`config.mk`:
```
export PLATFORM = sky130hd
export DESIGN_NAME = uart_link_poller
export DESIGN_NICKNAME = d
export VERILOG_FILES = /design/src/rtl/uart_link_poller.sv
export SDC_FILE = /design/constraint.sdc
export NUM_CORES = 1
export LEC_CHECK = 0
export CORE_MARGIN = 2
export CORE_UTILIZATION = 49
export DETAILED_ROUTE_END_ITERATION = 16
export PLACE_DENSITY = 0.95
export SKIP_LAST_GASP = 1
export SYNTH_ARGS = -nofsm -noshare
export SYNTH_HDL_FRONTEND = slang
export SYNTH_SLANG_ARGS = --single-unit
export TNS_END_PERCENT = 20
```
`constraint.sdc`:
```
create_clock -name clk -period 4.4 [get_ports clk]
set_input_delay 0.44 -clock clk [delete_from_list [all_inputs] [get_ports clk]]
set_output_delay 0.44 -clock clk [all_outputs]
set_load 0.05 [all_outputs]
```
`src/rtl/uart_link_poller.sv`:
```
// Round-robin UART poll scheduler: sends a poll byte to each link in turn over a shared
// transmitter and waits for that link's reply, with timeout, parity-retry and alive tracking.
module uart_link_poller #(
  parameter int         N_LINKS        = 4,
  parameter int         LW             = 2,
  parameter logic [3:0] POLL_CMD       = 4'hA,
  parameter int         TIMEOUT_CYCLES = 2400,
  parameter int         RETRIES        = 2
) (
  input  logic                 clk,
  input  logic                 rst,
  input  logic                 enable,
  output logic                 tx_start,
  output logic [7:0]           tx_data,
  input  logic                 tx_busy,
  output logic [LW-1:0]        link_sel,
  input  logic [N_LINKS-1:0]   rx_done,
  input  logic [8*N_LINKS-1:0] rx_data,
  input  logic [N_LINKS-1:0]   rx_parity_err,
  output logic                 reply_valid,
  output logic [LW-1:0]        reply_link,
  output logic [7:0]           reply_data,
  output logic [N_LINKS-1:0]   link_alive,
  output logic                 fault_pulse,
  output logic                 round_done
);

  localparam int TW = (TIMEOUT_CYCLES > 2) ? $clog2(TIMEOUT_CYCLES) : 1;
  localparam logic [TW-1:0] TLAST = TW'(TIMEOUT_CYCLES - 1);
  localparam logic [2:0]    RMAX  = 3'(RETRIES);
  localparam logic [LW-1:0] LLAST = LW'(N_LINKS - 1);

  typedef enum logic [2:0] {
    S_IDLE, S_SEND, S_WAIT_TX, S_WAIT_RX, S_GOOD, S_DEAD, S_NEXT
  } state_t;

  state_t               r_state;
  state_t               w_next;
  logic [LW-1:0]        r_link_sel;
  logic [2:0]           r_retry;
  logic [TW-1:0]        r_timer;
  logic [N_LINKS-1:0]   r_rx_done_q;
  logic [N_LINKS-1:0]   r_link_alive;
  logic [LW-1:0]        r_reply_link;
  logic [7:0]           r_reply_data;

  logic [N_LINKS-1:0]   w_edge_vec;
  logic                 w_edge;
  logic                 w_perr;
  logic                 w_good;
  logic                 w_fail;
  logic                 w_can_retry;
  logic [7:0]           w_sel_data;
  logic [3:0]           w_idx4;

  // Only a rising rx_done inside WAIT_RX counts; the history register runs in every state
  // (and through reset) so stale or pre-existing levels never look like a fresh reply.
  assign w_edge_vec  = rx_done & ~r_rx_done_q;
  assign w_edge      = w_edge_vec[r_link_sel];
  assign w_perr      = rx_parity_err[r_link_sel];
  assign w_good      = w_edge && !w_perr;
  assign w_fail      = (w_edge && w_perr) || (!w_edge && (r_timer == TLAST));
  assign w_can_retry = (r_retry < RMAX);
  assign w_sel_data  = rx_data[{r_link_sel, 3'b000} +: 8];
  assign w_idx4      = 4'(r_link_sel);

  always_ff @(posedge clk) begin
    r_rx_done_q <= rx_done;
  end

  always_ff @(posedge clk) begin
    if (rst) begin
      r_state <= S_IDLE;
    end else begin
      r_state <= w_next;
    end
  end

  always_comb begin
    w_next = r_state;
    case (r_state)
      S_IDLE:    if (enable) w_next = S_SEND;
      S_SEND:    if (tx_busy) w_next = S_WAIT_TX;
      S_WAIT_TX: if (!tx_busy) w_next = S_WAIT_RX;
      S_WAIT_RX: begin
        if (w_good) begin
          w_next = S_GOOD;
        end else if (w_fail) begin
          w_next = w_can_retry ? S_SEND : S_DEAD;
        end
      end
      S_GOOD:    w_next = S_NEXT;
      S_DEAD:    w_next = S_NEXT;
      S_NEXT:    w_next = enable ? S_SEND : S_IDLE;
      default:   w_next = S_IDLE;
    endcase
  end

  // tx_start is gated by rst so a request in flight is withdrawn in the reset cycle itself.
  always_comb begin
    tx_start    = (r_state == S_SEND) && !rst;
    tx_data     = (r_state == S_SEND) ? {POLL_CMD, w_idx4} : 8'h00;
    reply_valid = (r_state == S_GOOD);
    fault_pulse = (r_state == S_DEAD);
    round_done  = (r_state == S_NEXT) && (r_link_sel == LLAST);
  end

  always_ff @(posedge clk) begin
    if (rst) begin
      r_link_sel   <= '0;
      r_retry      <= '0;
      r_timer      <= '0;
      r_link_alive <= '0;
      r_reply_link <= '0;
      r_reply_data <= '0;
    end else begin
      case (r_state)
        S_IDLE: r_retry <= '0;
        S_WAIT_TX: r_timer <= '0;
        S_WAIT_RX: begin
          r_timer <= r_timer + 1'b1;
          if (w_good) begin
            r_reply_data             <= w_sel_data;
            r_reply_link             <= r_link_sel;
            r_link_alive[r_link_sel] <= 1'b1;
          end else if (w_fail) begin
            if (w_can_retry) begin
              r_retry <= r_retry + 3'd1;
            end else begin
              r_reply_link             <= r_link_sel;
              r_link_alive[r_link_sel] <= 1'b0;
            end
          end
        end
        S_NEXT: begin
          r_retry    <= '0;
          r_link_sel <= (r_link_sel == LLAST) ? '0 : r_link_sel + 1'b1;
        end
        default: ;
      endcase
    end
  end

  assign link_sel   = r_link_sel;
  assign link_alive = r_link_alive;
  assign reply_link = r_reply_link;
  assign reply_data = r_reply_data;

endmodule

```
==> flow_summary.json, run 1 <==
{
  "status": "finished, final reports clean",
  "place.gp.congestion": 0.779,
  "final_common_cell": "clkdlybuf4s50_1",
  "grt.overflow.total": 0,
  "min_path_cells": 2,
  "leakage_nw": 1.07,
  "clock_skew_ps": 6.56,
  "numCtsBuffers": 5,
  "dr.pass1.iters": 4,
  "required_ps": 3960,
  "period_share": 0.677,
  "antenna_found_initial": 0,
  "die_h_um": 69.5,
  "synth_area_um2": 2100,
  "io_pins": 72,
  "grt_use_total": 0.223,
  "drt_iter0_drc": 111,
  "die_area_um2": 4830,
  "hpwl_um": 3820,
  "period_needed_ps": 2980,
  "hold_viol": 0,
  "tns_ps": 0,
  "holdBufCountCts": 0,
  "yosys_warnings": 0,
  "postCtsResizedCells": 0,
  "fmax_ghz": 0.336,
  "start_util": 0.518,
  "setup_violations": 0,
  "worst_slew_pin_slew_ps": 925,
  "synth-edff-count": 0,
  "num_rows": 23,
  "drc_errors": 0,
  "totalWireLength_um": 5320,
  "antennaDiodeCount": 0,
  "cpPeakStageDelay_ps": 930,
  "postCtsSetupRepairBufs": 0,
  "critPathLaunchType": "flip-flop",
  "syn_inst": 228,
  "postRouteAntennaNets": 0,
  "via_per_inst": 5.59,
  "r2r_cells": 5,
  "clockBufferDepth": 2,
  "coreArea_um2": 4060,
  "cp_max_fo": 20,
  "ys_ff_latch": 38,
  "synth-main-ff-cell": "dfxtp_1",
  "cp-end-kind": "output pin",
  "path_class": "reg2out",
  "port_buffers": 67,
  "grt_max_degree": 35,
  "drv_cap": 0,
  "cts.sinks": 38,
  "postLayoutCoreUtil": 0.702,
  "relSlewSlack": 0.382,
  "yosysUniqueCellTypes": 45,
  "clk_latency_ps": 300,
  "avgSynthCellArea_um2": 9.22,
  "cp.arrival_ps": 2540,
  "cp_num_buf_inv": 2,
  "cts_tree": "yes",
  "vdd_drop_max_mv": 0.171,
  "most-common-layout-cells": "67 x clkdlybuf4s50_1, 38 x dfxtp_1, 30 x nor2_1",
  "hp-class": "reg2reg",
  "htree_levels": 2,
  "cts_root_buffer": "clkbuf_8",
  "drive_above_1_share": 0.0828,
  "ys_seq_area_frac": 0.362,
  "wl_per_cell_um": 15.6,
  "rsz0062_at_grt": "no",
  "vias": 1902,
  "die_x_um": 69.5,
  "nNetsFinal": 339,
  "grt_pass1_wl_um": 8550,
  "slowest_stage": "dfxtp_1",
  "path_clk_slew_ps": 70,
  "p_per_area_nw_per_um2": 275,
  "cp.depth": 4,
  "critPathTopFamily": "flip-flops",
  "grt_pass1_vias": 1794,
  "ys_async_sr_fraction": 0,
  "crit_path_cell_trace": "ha_1 > inv_1 > nor2_1 > clkdlybuf4s50_1",
  "slew_violations": 0,
  "syn_to_final_growth_pct": 35.5
}
==> report_power, final <==
part | switching (mW) | internal (mW)
combinational | 0.0887 | 0.0761
sequential | 0.0195 | 0.351
clock | 0.121 | 0.126
total | 0.229 | 0.554
==> layer usage <==
layer / GRT usage / share of wire
met1: 0.265 / 0.40
met2: 0.391 / 0.52
met3: 0.0509 / 0.063
met4: 0.0784 / 0.020
met5: 0 / 0
==> path summary, 6_finish.rpt <==
check                                endpoint         from  slack, ps
worst max-delay path               round_done  link_sel[0]       1420
worst min register to register     r_timer[1]   r_timer[1]        470
worst min-delay path               r_timer[1]   r_timer[1]        470
worst max register to register  reply_link[1]  link_sel[0]       1630
==> kinds of logic after synthesis <==
family,after synthesis,synth area share
compound gates,33,0.106
xor+xnor,4,0.0167
fa+ha+maj,6,0.0357
buf+inv,23,0.0571
flops,38,0.362
mux,22,0.164
other cells,1,0.00178
simple gates,101,0.258
==> per-stage QoR <==
stage          total power [mW]  area [um2]  hold slack (ps)  worst slack, ps  instances
3_3_place_gp              0.537        2760              448             1780        332
5_1_grt                   0.815        2850              492             1280        340
6_report                  0.783        2850              472             1420        340
4_1_cts                   0.787        2850              474             1440        340
3_5_place_dp              0.541        2760              464             1650        332
2_1_floorplan             0.481        2110              421             1410        231
==> cell type report <==
type | instances | area (um2)
Fill cell | 304 | 1210
Multi-Input combinational cell | 170 | 1230
Tap cell | 50 | 62.6
Sequential cell | 38 | 761
Timing Repair Buffer | 68 | 678
Clock buffer | 7 | 86.3
Inverter | 6 | 22.5
Clock inverter | 1 | 5.00
==> cells in the mapped netlist, types with 2 or more instances <==
| master | number | area (um2) |
|---|---|---|
| nand3_2 | 4 | 40.0 |
| a21o_1 | 3 | 22.5 |
| nand2_1 | 18 | 67.6 |
| mux4_2 | 6 | 135 |
| buf_4 | 5 | 37.5 |
| dfxtp_1 | 38 | 761 |
| mux2i_1 | 13 | 130 |
| o21ai_0 | 5 | 25.0 |
| o21ai_1 | 3 | 15.0 |
| clkbuf_1 | 10 | 37.5 |
| nand3_1 | 5 | 25.0 |
| buf_6 | 2 | 22.5 |
| nand4b_1 | 3 | 26.3 |
| ha_1 | 6 | 75.1 |
| nor2_1 | 30 | 113 |
| inv_1 | 6 | 22.5 |
| nor3b_1 | 2 | 15.0 |
| xnor2_1 | 3 | 26.3 |
| a21oi_1 | 13 | 65.1 |
| mux4_1 | 3 | 78.8 |
| nand2b_1 | 10 | 62.6 |
| nor2b_1 | 2 | 12.5 |
| and3_1 | 2 | 12.5 |
| nor3_1 | 12 | 60.1 |
| or3_1 | 3 | 18.8 |
| or4bb_1 | 2 | 22.5 |
==> worst register-to-register path, delay by kind of cell, from the launching register on <==
family | cells | cell delay [ps]
AOI/OAI and AO/OA | 2 | 390
muxes | 1 | 680
DFF | 1 | 930
and+or+nand+nor | 2 | 640
No activity file was read; power rests on OpenSTA's default activity.
==> run 2, diff against run 1 <==
CORE_UTILIZATION = 45   (was 49)
PLACE_DENSITY = 0.89   (was 0.95)
clock period = 2.8 ns   (was 4.4 ns; I/O delays follow)
==> run 2 against run 1 <==
Sequential share of layout area shrank 0.55 points. Flip-flop and latch count is the same. Critical path type unchanged. Critical endpoint unchanged. Final cell count grew 2.1%. First-iteration DRC count grew 11%. Worst setup slack lost 1100 ps. Register-to-register slack lost 1200 ps. Clock skew grew 0.83 ps. Non-clock buffer count grew 5. Count of clock-buffer cells in the layout shrank 2. Design area grew 2.1%. Power grew 67%.
==> flow_summary.json, run 2 (synthesis gave the netlist of run 1 again) <==
{
  "relSlewSlack": 0.581,
  "clockBufferDepth": 2,
  "place.gp.congestion": 0.806,
  "switching_share": 0.283,
  "numCtsBuffers": 5,
  "dpl_cell_area_um2": 2800,
  "grt_max_degree": 19,
  "postCtsSetupRepairBufs": 0,
  "fmax_ghz": 0.405,
  "worst_slew_pin_slew_ps": 626,
  "htree_levels": 2,
  "cp_max_fo": 15,
  "die_x_um": 72.4,
  "setup_violations": 0,
  "slew_violations": 0,
  "wl_per_cell_um": 14.1,
  "drt_iter0_drc": 123,
  "dp_slack_ps": 369,
  "drc_errors": 0,
  "p_sw_mw": 0.371,
  "period_needed_ps": 2470,
  "seqPwrFrac": 0.438,
  "internal-power_mw": 0.939,
  "io_pins": 72,
  "nNetsFinal": 344,
  "grt.overflow.total": 0,
  "cts_tree": "yes",
  "vdd_drop_max_mv": 0.319,
  "power_frac_clock": 0.352,
  "postRouteAntennaNets": 0,
  "cp-end-kind": "output pin",
  "final_common_cell": "clkdlybuf4s50_1",
  "rsz0062_at_grt": "no",
  "finalInstanceArea_um2": 2910,
  "totalWireLength_um": 4900,
  "postLayoutCoreUtil": 0.659,
  "tns_ps": 0,
  "path_clk_slew_ps": 80,
  "stdcell_count": 347,
  "port_buffers": 67,
  "combPwrFrac": 0.210,
  "p_per_area_nw_per_um2": 450,
  "coreArea_um2": 4410,
  "drive_above_1_share": 0.108,
  "n_fill_cell": 309,
  "dr.pass1.iters": 4,
  "die_area_um2": 5240,
  "hp-class": "in2reg",
  "hold_viol": 0,
  "cp.arrival_ps": 2190,
  "cts.sinks": 38,
  "cpPeakStageDelay_ps": 830,
  "grt_use_total": 0.203,
  "num_rows": 24,
  "cts_root_buffer": "clkbuf_8",
  "vias": 1867,
  "clk_latency_ps": 290,
  "status": "finished, final reports clean",
  "slowest_stage": "clkdlybuf4s50_1",
  "clock_skew_ps": 7.39,
  "dpl.cell_count": 339,
  "critPathLaunchType": "flip-flop",
  "grt_pass1_vias": 1833,
  "antenna_found_initial": 0,
  "leakage_nw": 1.11,
  "via_per_inst": 5.38,
  "syn_to_final_growth_pct": 38.3,
  "antennaDiodeCount": 0,
  "most-common-layout-cells": "66 x clkdlybuf4s50_1, 38 x dfxtp_1, 30 x nor2_1",
  "path_class": "reg2out",
  "holdBufCountCts": 0,
  "period_share": 0.882,
  "die_h_um": 72.4,
  "crit_path_cell_trace": "inv_1 > nand3_1 > nor2_1 > clkdlybuf4s50_1",
  "fin_ws_ps": 331,
  "drv_cap": 0,
  "required_ps": 2520,
  "grt_pass1_wl_um": 8280,
  "hpwl_um": 3720,
  "start_util": 0.476,
  "postCtsResizedCells": 0
}
## run 2: worst paths after layout
| kind | startpoint | end | slack [ps] | cells past startpoint |
|---|---|---|---|---|
| max | r_state[0] | round_done | 330 | 4 |
| min | rx_done[0] | r_rx_done_q[0] | 450 | 1 |
| max reg2reg | link_sel[0] | r_retry[0] | 420 | 5 |
| min reg2reg | r_retry[2] | r_retry[2] | 470 | 2 |
## run 2: stage by stage
stage | hold WS, ps | power (mW)
floorplan | 308 | 0.758
global placement | 443 | 0.853
detailed placement | 449 | 0.859
CTS | 448 | 1.31
global route | 456 | 1.36
finish | 451 | 1.31
## run 2: area by class of cell
type | count | area (um2) | share of cell area
well taps | 52 | 65.1 | 0.0224
repair buffers | 73 | 713 | 0.245
clock inverters | 3 | 40.0 | 0.0138
multi-input cells | 170 | 1240 | 0.426
clock buffers | 5 | 68.8 | 0.0237
flip-flops and latches | 38 | 761 | 0.262
inverters | 6 | 22.5 | 0.00774
## run 2: worst max-delay path: cells and delay by family, from the launching register on
kind	cells	cell delay, ps
buffers and inverters	2	1070
flip-flops	1	470
AND/OR/NAND/NOR	2	370
## run 2: power by group through the flow
stage	clock network, mW	logic, mW	registers [mW]
after floorplan	0	0.185	0.573
after global placement	0	0.269	0.585
after detailed placement	0	0.274	0.585
after CTS	0.462	0.276	0.572
after global routing	0.492	0.296	0.574
final	0.461	0.275	0.573
## run 2: per-layer routing
metal | vias to the layer above | global-route usage | share of wire
met5 | - | 0 | 0
met1 | 856 | 0.241 | 0.40
met3 | 8 | 0.0653 | 0.073
li1 | 930 | - | -
met2 | 73 | 0.331 | 0.51
met4 | 0 | 0.0985 | 0.015
